File: src/rtl/act_lut_pkg.sv
// act_lut_pkg: widths, index helpers and sample type shared by the
// LUT fetch stage and the downstream interpolator.
package act_lut_pkg;

    localparam int DATA_W = 8;
    localparam int FRAC_W = 4;
    localparam int IDX_W  = DATA_W - FRAC_W;
    localparam int DEPTH  = 2 ** IDX_W;

    typedef logic signed [DATA_W-1:0] sample_t;
    typedef logic [IDX_W-1:0]         idx_t;
    typedef logic [FRAC_W-1:0]        frac_t;

    typedef struct packed {
        idx_t  idx;
        frac_t frac;
    } s1_t;

    // Arithmetic shift plus half-depth offset equals the integer field
    // taken as offset-binary, so a plain add mod DEPTH is enough.
    function automatic idx_t x_to_idx(sample_t x);
        return x[DATA_W-1:FRAC_W] + idx_t'(DEPTH / 2);
    endfunction

    function automatic idx_t idx_next(idx_t i);
        return (i == idx_t'(DEPTH - 1)) ? i : i + idx_t'(1);
    endfunction

endpackage

File: src/rtl/act_lut_table.sv
// act_lut_table: DEPTH x DATA_W register array, one write port and
// two combinational read ports; reads see the pre-write contents.
module act_lut_table
    import act_lut_pkg::*;
(
    input  logic    clk,
    input  logic    rst,
    input  logic    we,
    input  idx_t    waddr,
    input  sample_t wdata,
    input  idx_t    raddr_a,
    output sample_t rdata_a,
    input  idx_t    raddr_b,
    output sample_t rdata_b
);

    sample_t mem [DEPTH];

    always_ff @(posedge clk or negedge rst) begin
        if (!rst) begin
            for (int i = 0; i < DEPTH; i++) begin
                mem[i] <= '0;
            end
        end else if (we) begin
            mem[waddr] <= wdata;
        end
    end

    assign rdata_a = mem[raddr_a];
    assign rdata_b = mem[raddr_b];

endmodule

File: src/rtl/act_lut_fetch.sv
// act_lut_fetch: two-stage index split and LUT read ahead of the interpolator.
// Optional `ACT_LUT_CNT_EN adds a saturating output-transfer counter (xfer_cnt).
module act_lut_fetch
    import act_lut_pkg::*;
(
    input  logic        clk,
    input  logic        rst,
    input  sample_t     in_x,
    input  logic        in_valid,
    output logic        in_ready,
    input  logic        tbl_we,
    input  idx_t        tbl_addr,
    input  sample_t     tbl_wdata,
    output sample_t     base,
    output sample_t     next_data,
    output sample_t     remaining,
    output logic        out_valid,
    input  logic        out_ready
`ifdef ACT_LUT_CNT_EN
    ,
    output logic [15:0] xfer_cnt
`endif
);

    logic    s1_valid;
    s1_t     s1;
    logic    s2_load;
    sample_t rd_base;
    sample_t rd_next;

    assign s2_load  = !out_valid || out_ready;
    assign in_ready = !s1_valid || s2_load;

    act_lut_table u_table (
        .clk     (clk),
        .rst     (rst),
        .we      (tbl_we),
        .waddr   (tbl_addr),
        .wdata   (tbl_wdata),
        .raddr_a (s1.idx),
        .rdata_a (rd_base),
        .raddr_b (idx_next(s1.idx)),
        .rdata_b (rd_next)
    );

    always_ff @(posedge clk or negedge rst) begin
        if (!rst) begin
            s1_valid <= 1'b0;
            s1       <= '0;
        end else if (in_ready) begin
            s1_valid <= in_valid;
            if (in_valid) begin
                s1.idx  <= x_to_idx(in_x);
                s1.frac <= in_x[FRAC_W-1:0];
            end
        end
    end

    // Data regs only move with a real item so a drained stage keeps its last value.
    always_ff @(posedge clk or negedge rst) begin
        if (!rst) begin
            out_valid <= 1'b0;
            base      <= '0;
            next_data <= '0;
            remaining <= '0;
        end else if (s2_load) begin
            out_valid <= s1_valid;
            if (s1_valid) begin
                base      <= rd_base;
                next_data <= rd_next;
                remaining <= sample_t'({{(DATA_W-FRAC_W){1'b0}}, s1.frac});
            end
        end
    end

`ifdef ACT_LUT_CNT_EN
    always_ff @(posedge clk or negedge rst) begin
        if (!rst) begin
            xfer_cnt <= '0;
        end else if (out_valid && out_ready && xfer_cnt != 16'hFFFF) begin
            xfer_cnt <= xfer_cnt + 16'd1;
        end
    end
`endif

endmodule

File: config.mk
export PLATFORM = sky130hd
export DESIGN_NAME = act_lut_fetch
export DESIGN_NICKNAME = d
export VERILOG_FILES = /design/src/rtl/act_lut_pkg.sv /design/src/rtl/act_lut_table.sv /design/src/rtl/act_lut_fetch.sv
export SDC_FILE = /design/constraint.sdc
export NUM_CORES = 1
export LEC_CHECK = 0
export CAP_MARGIN = 20
export CORE_MARGIN = 4
export CORE_UTILIZATION = 50
export DETAILED_ROUTE_END_ITERATION = 7
export PLACE_DENSITY = 0.69
export SLEW_MARGIN = 20
export SYNTH_ARGS = -nofsm -noshare
export SYNTH_HDL_FRONTEND = slang
export SYNTH_SLANG_ARGS = --single-unit
File: constraint.sdc
create_clock -name clk -period 3.3 [get_ports clk]
set_input_delay 0.495 -clock clk [delete_from_list [all_inputs] [get_ports clk]]
set_output_delay 0.495 -clock clk [all_outputs]
set_load 0.02 [all_outputs]
# Word level (Yosys, flattened, before mapping)
# Cells that the tools add are included.
[totals]
out_inout_bits = 26
regBits = 158
elab_cells = 50
inputBits = 25
[classes]
bitwise_logic = 3
reduce_logical = 7
n_mux = 10
addsub = 2
order_cmp = 4
n_eq_ne = 1
[ops]
columns = ["operator", "n"]
rows = [
  ["$bwmux 128", 1],
  ["$bmux 8 s4", 2],
  ["$mux 8", 5],
  ["$demux 8 s4", 1],
  ["$ge 5x5->1 const B", 3],
  ["$not 4->5", 3],
  ["$lt 5x1->1 const B", 1],
  ["$add 4x1->4 const B", 1],
  ["$add 4x4->4 const B", 1],
  ["$eq 4x4->1 const B", 1],
  ["$mux 4", 1],
  ["$reduce_and 2->1", 2],
  ["$logic_not 1->1", 2],
  ["$logic_or 1x1->1", 2],
  ["$logic_and 1x1->1", 1],
]

# Logic depth before layout (Yosys ltp)
# Gate-level depths: netlist (run 1).
[logic_depth]
depth_word = 6
ltp_mapped = 10
depth_no_buf = 7

# Cells and area by module
# Synthesis (run 1) repeated with hierarchy kept, for this count alone.
[unflattened]
hier_cells = 517
hier_area_um2 = 8164.1
[by_module_without_submodules]
columns = ["module", "area_per_inst_um2", "n_inst", "cells_per_inst"]
rows = [
  ["act_lut_table", 6851.6, 1, 435],
  ["act_lut_fetch", 1312.5, 1, 82],
]

# Worst setup path after synthesis (run 1)
# No wires, ideal clock.
[synth_timing]
path_kind = "register to register"
startpoint = "register s1[4] in the netlist's numbering"
endpoint = "register next_data[7]"
t_arrival_ps = 1944
path_stages_with_launch = 10
t_required_ps = 3164
period_less_slack_ps = 2079
slack_ps = 1221
path_buffers = 2
cell_sequence = "dfrtp_1 -> ha_1 -> buf_2 -> nand3_2 -> mux2i_1 -> buf_4 -> mux2i_1 -> mux2i_1 -> o2111ai_1 -> o211ai_1"
[synth_between]
elab_chain_cells = 6
word_cells_on_any_way = 7
cone_classes = "1 x add/sub; 1 x eq/ne; 4 x mux; 1 x bitwise"
[synth_rtl]
columns = ["item", "line", "source"]
rows = [
  ["start: declaration", "act_lut_fetch.sv:26", "s1_t s1;"],
  ["$add 4x1->4 / $eq 4x4->1 (equally long branches)", "act_lut_pkg.sv:26", "return (i == idx_t'(DEPTH - 1)) ? i : i + idx_t'(1);"],
  ["$mux 4 (*)", "act_lut_pkg.sv:26", ""],
  ["$not 4->5 (not written as such) (*)", "act_lut_table.sv:30", "assign rdata_b = mem[raddr_b];"],
  ["$bmux 8 s4 (*)", "act_lut_table.sv:30", ""],
  ["$mux 8 (not written as such) (*) (2 in a row)", "act_lut_table.sv:30", ""],
  ["end signal: assignment", "act_lut_fetch.sv:70", "next_data <= rd_next;"],
  ["end: declaration", "act_lut_fetch.sv:15", "output sample_t next_data,"],
]
# Mark *: on every way between the ends. The rest lies on a longest branch, timed or not. The select of a mux whose other input is x is not followed.
# A chain may end at the register's enable or synchronous reset.

# Worst setup path after layout (run 1)
[layout_timing]
startpoint = "register s1[5] in the netlist's numbering"
endpoint = "register next_data[3]"
# The elaborated chain is that of the path after synthesis.

==> results of run 1 <==
## area by class of cell
type / count / area (µm²) / area share [%]
Sequential cell: 158 / 3960 / 41.1
Multi-Input combinational cell: 411 / 4040 / 42.0
Clock inverter: 15 / 216 / 2.25
Timing Repair Buffer: 76 / 712 / 7.40
Tap cell: 216 / 270 / 2.81
Clock buffer: 17 / 425 / 4.42
## critical path, stage by stage (launching register included)
cell	delay [ns]
sky130_fd_sc_hd__dfrtp_1	0.60
sky130_fd_sc_hd__ha_1	0.40
sky130_fd_sc_hd__nand3_2	0.22
sky130_fd_sc_hd__xor2_4	0.22
sky130_fd_sc_hd__buf_12	0.31
sky130_fd_sc_hd__mux2i_1	0.26
sky130_fd_sc_hd__a32oi_1	0.08
sky130_fd_sc_hd__a32oi_1	0.23
sky130_fd_sc_hd__nand2_1	0.07
## through the flow
| step | cell area (µm²) | util [%] | total power, mW |
|---|---|---|---|
| finish | 9620 | 60.1 | 7.05 |
| global route | 9620 | 60.1 | 7.36 |
| CTS | 9620 | 60.1 | 7.06 |
| detailed placement | 8980 | 56.1 | 4.91 |
| global placement | 8980 | 56.1 | 4.81 |
| floorplan | 8240 | - | 4.15 |
## kinds of logic (layout without fill, tap and decap cells)
| group | Yosys count | count (layout) | share of synthesized area [%] |
|---|---|---|---|
| compound gates | 38 | 38 | 3.72 |
| xor+xnor | 2 | 2 | 0.441 |
| fa+ha+maj | 1 | 1 | 0.152 |
| buf+inv | 46 | 108 | 3.06 |
| flops | 158 | 158 | 48.0 |
| mux | 223 | 223 | 36.7 |
| other cells | 1 | 4 | 0.0456 |
| simple gates | 143 | 143 | 7.81 |
## cells in the final DEF (no fill, tap or decap), drive strengths merged, types with 2 or more instances in the layout
master and instances:
dfrtp 158, mux2 148, nand2 84, clkdlybuf4s50 45, mux4 40, mux2i 35, buf 31, a32oi 27
clkbuf 17, nand3 16, nor2 14, nand2b 10, nand4 6, clkinv 6, nand3b 5, bufinv 5
nor2b 4, o21ai 4, conb 4, nor3b 2, a21oi 2, o2111ai 2, clkinvlp 2, inv 2
## routing by layer
metal | track usage (%) | vias up
li1 | - | 2408
met1 | 32.2 | 2906
met2 | 40.8 | 253
met3 | 5.66 | 40
met4 | 7.56 | 0
met5 | 0 | -
## sequential cells by signal, indices dropped and copies added, names as in the netlist
signal and cells:
u_table.mem 128, base 8, next_data 8, s1 8
remaining 4, out_valid 1, s1_valid 1
## how the worst max path moves through the flow
stage               startpoint                to
finish                   s1[5]      next_data[3]
floorplan                s1[4]      next_data[7]
detailed placement      tbl_we  u_table.mem[107]
CTS                      s1[4]      next_data[3]
global route             s1[5]      next_data[2]
global placement        tbl_we  u_table.mem[110]
## where the power goes
group | total [mW] | switching [mW] | internal (mW)
sequential | 2.81 | 0.382 | 2.43
combinational | 2.09 | 0.974 | 1.11
clock | 2.15 | 0.810 | 1.34
total | 7.05 | 2.17 | 4.89
==> results, run 1 <==
- The clock tree buffer depth is 2.
- The post-route netlist has 33.5% of its cells at a drive strength greater than 1.
- Detailed routing placed a total of 11000 µm of wire on met2.
- The final estimated routing congestion in global placement is 0.855.
- Of the synthesized area, sequential elements account for 48.0%.
- The portion of synthesized cell area occupied by the leading cell type is 48.0%.
- The filler-free cell count of the finished design is 893.
- The number of port buffers is 46.
- The number of library cell types mapped by synthesis is 33.
- The effective utilization at floorplan is 51.4%.
- Dividing the detail-routed wire length by the instance count gives 24.5 µm.
- CTS built an H-tree with a depth of 4.
- Yosys attributes the largest share of cell area to sky130_fd_sc_hd__dfrtp_1, sky130_fd_sc_hd__mux2_2, sky130_fd_sc_hd__mux4_1.
- The HPWL after detailed placement is 13700 µm.
- Using the TritonRoute via totals, the vias-per-cell ratio works out to 6.28.
- After filler insertion, the fill cell instance count of the layout stands at 1301.
- The endpoint identified for the worst register-to-register timing path is next_data[3].
- Counting flops and latches in the post-synthesis netlist gives 158.
- The fraction of registers with async set/reset is 100%.
- The cell count after synthesis is 612.
- At the pin with the least slew margin, the transition time is 0.878 ns.
- The Yosys warning count is 0.
- For this block, the initial DRC count from the detailed router was 512.
- The worst flop-to-flop path startpoint is s1[5].
- The detail route stage leaves a number of antenna-violating nets equal to 0.
- The insertion delay of the later-clocked pin in the worst-skew pair is 0.42 ns.
- The I/O pin count is 51.
- The kind of end point of the critical path is a flop.
- The placeable core region is 16000 µm².
- The worst hold slack is 0.126 ns.
- The highest layer touched by signal routing is met4.
- The number of antenna violations at the first check in global routing is 0.
- The maximum fanout along the worst path is 55.
- The time the final worst path needs with I/O delays and setup is 2.54 ns.
- CTS saw 158 sinks.
- STA puts the critical path data required time at 3.61 ns.
- The commonest cells after synthesis are sky130_fd_sc_hd__dfrtp_1, sky130_fd_sc_hd__mux2_2, sky130_fd_sc_hd__nand2_1.
- The maximum number of pins on one net before global-route repair is 91.
- IR analysis of the VDD net gives a maximum drop of 407 µV.
- The overflow left after global routing is 0.
- The number of nets in the finished design is 690.
- Across the run, the number of max-cap violations was 0.
- The met1 layer wirelength in the final routing is 8930 µm.
- Setup repair after global routing left no endpoint under its margin.
- The number of slew-limit violations in the final report came to 0.
- The type of element launching the critical path is a flop.
- Data arrives at the worst endpoint at 2.85 ns.
- Static timing analysis puts the maximum clock frequency at 0.394 GHz.
- Setup violations remaining at the end of the flow were counted as 0.
- The period utilization is 76.9%.
- The synthesis-to-finish area growth is 16.9%.
- The detailed-route DRC error count is 0.
- The all-layer global routing usage is 24.5%.
- The most numerous cell in the Yosys netlist is sky130_fd_sc_hd__dfrtp_1.
- TritonCTS created 17 clock buffers.
- After layout, the worst setup slack is 0.763 ns.
- The TritonCTS clock tree is built.
- The total met3 wirelength after detailed routing is 1480 µm.
- For this design the ratio of total power to cell area is 733 nW/µm².
- In this run the vertical extent of the chip is 136 µm.
- On the final layout, the worst clock skew is 0.00719 ns.
- The flow ran to the end, and the final reports show no timing, DRC or antenna violations.
- The number of global-route vias before repair is 5644.
- Post-CTS repair changed the size of 0 cells.
- The die covers 18600 µm².
- The flip-flop cell with the highest count after synthesis is sky130_fd_sc_hd__dfrtp_1.
- In this run the horizontal extent of the chip is 136 µm.
- The number of placed instances, taps included, is 861.
- The clock-pin slew of the registers on the worst-case setup and hold paths is 0.06 ns.
- Summed over all failing endpoints, the final setup total negative slack is 0 ns.
- The relative slew slack is 41.5%.
- Post-CTS timing repair inserted 0 buffers for setup.
- After synthesis, the mean cell area works out to 13.4 µm².
- The cell taking the most area after synthesis is sky130_fd_sc_hd__dfrtp_1.
- The count of standard-cell rows is 46.
- The total leakage power is 4.17 nW.
- The type of the setup path with the least slack is reg2reg.
- In this run the clock root is driven by a sky130_fd_sc_hd__clkbuf_16.
- In this run the cell area of the synthesized design comes to 8230 µm².
- The number of buffers inserted by hold repair at cts is 0.
- Timing analysis after detailed placement gives a worst setup slack of 0.648 ns.
- The path type of the worst min-delay path is in2async.
- The final count of hold timing violations is 0.
- The synthesized design contains 0 enable-type register cells.
- The first TritonRoute pass finished after 5 iterations.
- The final layout contains routed wiring with a total length of 21900 µm.
- The first global-routing pass estimated 33500 µm of wire.
- The count of inserted antenna diode cells is 0.
- Summing over every cut layer, the via total after detailed routing is 5607.
- The worst-case reg-to-reg path depth is 8.
- In this run the register-to-register setup slack is 0.76 ns.
No activity file was read; power rests on OpenSTA's default activity.
==> inputs of run 2 (changes only) <==
PLACE_DENSITY = 0.72   (was 0.69)
clock period = 2.3 ns   (was 3.3 ns; I/O delays follow)
==> run 2 against run 1 <==
  * Die area is the same
  * Via count grew 1.0%
  * Largest power group unchanged
  * Fmax grew 18%
  * Critical path depth is the same
  * Register-to-register slack lost 0.61 ns
  * Combinational power grew 46%
  * Worst hold slack gained 0.23 ns
==> results, run 2 (same netlist as run 1, synthesis figures left out) <==
- The flow ran to the end, and the final reports show no timing, DRC or antenna violations.
- The insertion delay of the later-clocked pin in the worst-skew pair is 0.43 ns (about the same).
- In the layout the commonest cells are sky130_fd_sc_hd__dfrtp_1, sky130_fd_sc_hd__mux2_2, sky130_fd_sc_hd__nand2_1, sky130_fd_sc_hd__clkdlybuf4s50_1, sky130_fd_sc_hd__buf_4.
- The number of port buffers is 46 (unchanged).
- The effective utilization at floorplan is 51.4% (unchanged).
- The area growth from synthesis to layout is 18.8%.
- The max-capacitance violation count is 0 (unchanged).
- The final number of setup-violating endpoints was 0 (unchanged).
- The path type of the worst min-delay path is in2async.
- The clock-pin slew of the registers on the worst-case setup and hold paths is 0.06 ns (about the same).
- The worst-case reg-to-reg path depth is 8 (unchanged).
- The slew at the pin closest to its max-slew limit is 0.575 ns (-0.303 ns).
- The number of gates resized after CTS was 0 (unchanged).
- The reg2reg setup slack is 0.15 ns (-0.61 ns).
- TritonCTS built the clock tree.
- The maximum fanout along the worst path came to 12 (-78%).
- By instance count, the cell type seen most on the critical path is sky130_fd_sc_hd__mux2i_1.
- The number of routed nets with antenna violations is 0 (unchanged).
- The worst setup path is launched from a flop.
- The total negative setup slack is 0 ns (unchanged).
- The final worst slack is 0.154 ns (-0.609 ns).
- The final worst clock skew is 0.00944 ns (+0.00225 ns).
- The endpoint of the worst register-to-register path is next_data[7].
- The total instance count after detailed placement is 883 (+2.6%).
- The period utilization is 93.3% (+16 points).
- On the critical path, the stage with the largest delay is an instance of sky130_fd_sc_hd__dfrtp_2.
- The number of vias after detailed routing was 5663 (+1.0%).
- The placeable core region is 16000 µm² (unchanged).
- The post-CTS setup repair buffer count came to 0 (unchanged).
- The time the final worst path needs with I/O delays and setup is 2.15 ns (-0.391 ns).
- The count of standard-cell rows is 46 (unchanged).
- The critical path is of the reg2reg type.
- The worst setup path is captured at a flop.
- The wire length of the first global-routing pass came to 33400 µm (-0.52%).
- The placement-stage worst setup slack is 0.171 ns (-0.477 ns).
- The maximum operating frequency was 0.466 GHz (+18%).
- The HPWL after detailed placement is 14300 µm (+3.9%).
- The detailed-route DRC error count is 0 (unchanged).
- The maximum number of pins on one net before global-route repair was 71 (-22%).
- The number of H-tree branching levels is 4 (unchanged).
- The data arrival at the endpoint of the critical path is 2.44 ns (-0.41 ns).
- The final estimated routing congestion in global placement came to 0.845 (-1.2%).
- The all-layer global routing usage is 24.1% (-0.43 points).
- Setup repair after global routing left no endpoint under its margin.
- The number of slew-limit violations in the final report is 0 (unchanged).
- The clock tree buffer depth came to 2 (unchanged).
- The I/O pin count is 51 (unchanged).
- The violation count after the first detailed-routing iteration was 447 (-13%).
- The average wire length per cell after detail routing was 23.0 µm (-6.4%).
- The area enclosed by the die boundary came to 18600 µm² (unchanged).
- Ranked by flip-flop count, first place goes to u_table.mem.
- The number of nets in the finished design came to 713 (+3.3%).
- The total leakage power is 4.26 nW (+2.3%).
- The count of inserted antenna diode cells is 0 (unchanged).
- The flip-flop count of the largest register, all copies and words added was 128 (unchanged).
- The maximum resistive drop on vdd is 657 µV (+61%).
- The floorplan die width is 136 µm (unchanged).
- The relative slew slack is 61.5% (+20 points).
- The number of CTS-inserted buffers was 17 (unchanged).
- The buffering stage count on the worst path with inverters included came to 1 (unchanged).
- The number of global-route vias before repair was 5974 (+5.8%).
- The clock sink count is 158 (unchanged).
- The fraction of layout instances using a drive strength above 1 is 35.3% (+1.8 points).
- The final count of hold timing violations is 0 (unchanged).
- The overflow left after global routing came to 0 (unchanged).
- The first-pass iteration count of the detailed router came to 5 (unchanged).
- The total power density per cell area was 997 nW/µm² (+36%).
- The cell sitting at the root of the clock tree is a sky130_fd_sc_hd__clkbuf_16.
- The highest cell delay on the worst timing path is 0.45 ns (-0.15 ns).
- Walking the worst path, the cells encountered are ha_1 > nand3_2 > mux2i_1 > buf_4 > mux2i_1 > mux2i_1 > o2111ai_1 > o211ai_1.
- The number of antenna violations at the first check in global routing came to 0 (unchanged).
- The final standard cell utilization of the core is 61.1% (+0.96 points).
- The die extent in y is 136 µm (unchanged).
- The startpoint identified for the worst register-to-register timing path is s1[4].
- The detailed-route wire length came to 21000 µm (-4.1%).
- Broken down by cell family, the worst path's largest delay share belongs to multiplexers.
- The leading cell type in the layout, fill and taps excluded is sky130_fd_sc_hd__dfrtp_1.
- The via-per-instance ratio is 6.19 (-1.4%).
- The required time at the worst-slack endpoint came to 2.59 ns (-1.02 ns).
- The filler-free cell count of the finished design is 915 (+2.5%).
[run 2: final cells by class]
class                   instances  area [µm²]
multi-input cells             411        4040
clock inverters                10        87.6
repair buffers                 99         950
well taps                     216         270
clock buffers                  21         470
flip-flops and latches        158        3960
fillers                      1266        6220
[run 2: how the worst max path moves through the flow]
stage | startpoint | end | slack [ns] | cells after the start
after global placement | s1[4] | base[0] | 0.22 | 4
after floorplan | s1[4] | next_data[7] | 0.22 | 9
after detailed placement | s1[4] | next_data[7] | 0.17 | 8
final | s1[4] | next_data[7] | 0.15 | 8
after CTS | s1[4] | next_data[7] | 0.16 | 8
after global routing | s1[4] | next_data[0] | 0.03 | 8
[run 2: timing repair]
item | CTS | global route
hold buffers | 1 | 0
hold endpoints to repair | 26 | 0
endpoints found under the setup margin | 0 | 0
[run 2: report_power, final]
group	internal (mW)	switching, mW	leakage (nW)	total (mW)
registers	3.49	0.529	1.93	4.02
clock network	1.56	1.10	0.275	2.66
logic	1.67	1.39	2.06	3.06
[run 2: through the flow]
step / hold WS, ns / power (mW) / area (µm²)
final: 0.360 / 9.75 / 9780
after global routing: 0.378 / 10.2 / 9780
after CTS: 0.359 / 9.79 / 9780
after detailed placement: 0.240 / 7.11 / 9210
after global placement: 0.231 / 6.96 / 9210
after floorplan: 0.0494 / 5.96 / 8240
[run 2: per-layer routing]
metal / vias up / part of all wire (%) / GRT usage [%]
met5: - / 0 / 0
met4: 0 / 4.2 / 11.5
met3: 67 / 5.9 / 4.59
met2: 246 / 48 / 38.9
met1: 2898 / 42 / 31.6
li1: 2452 / - / -
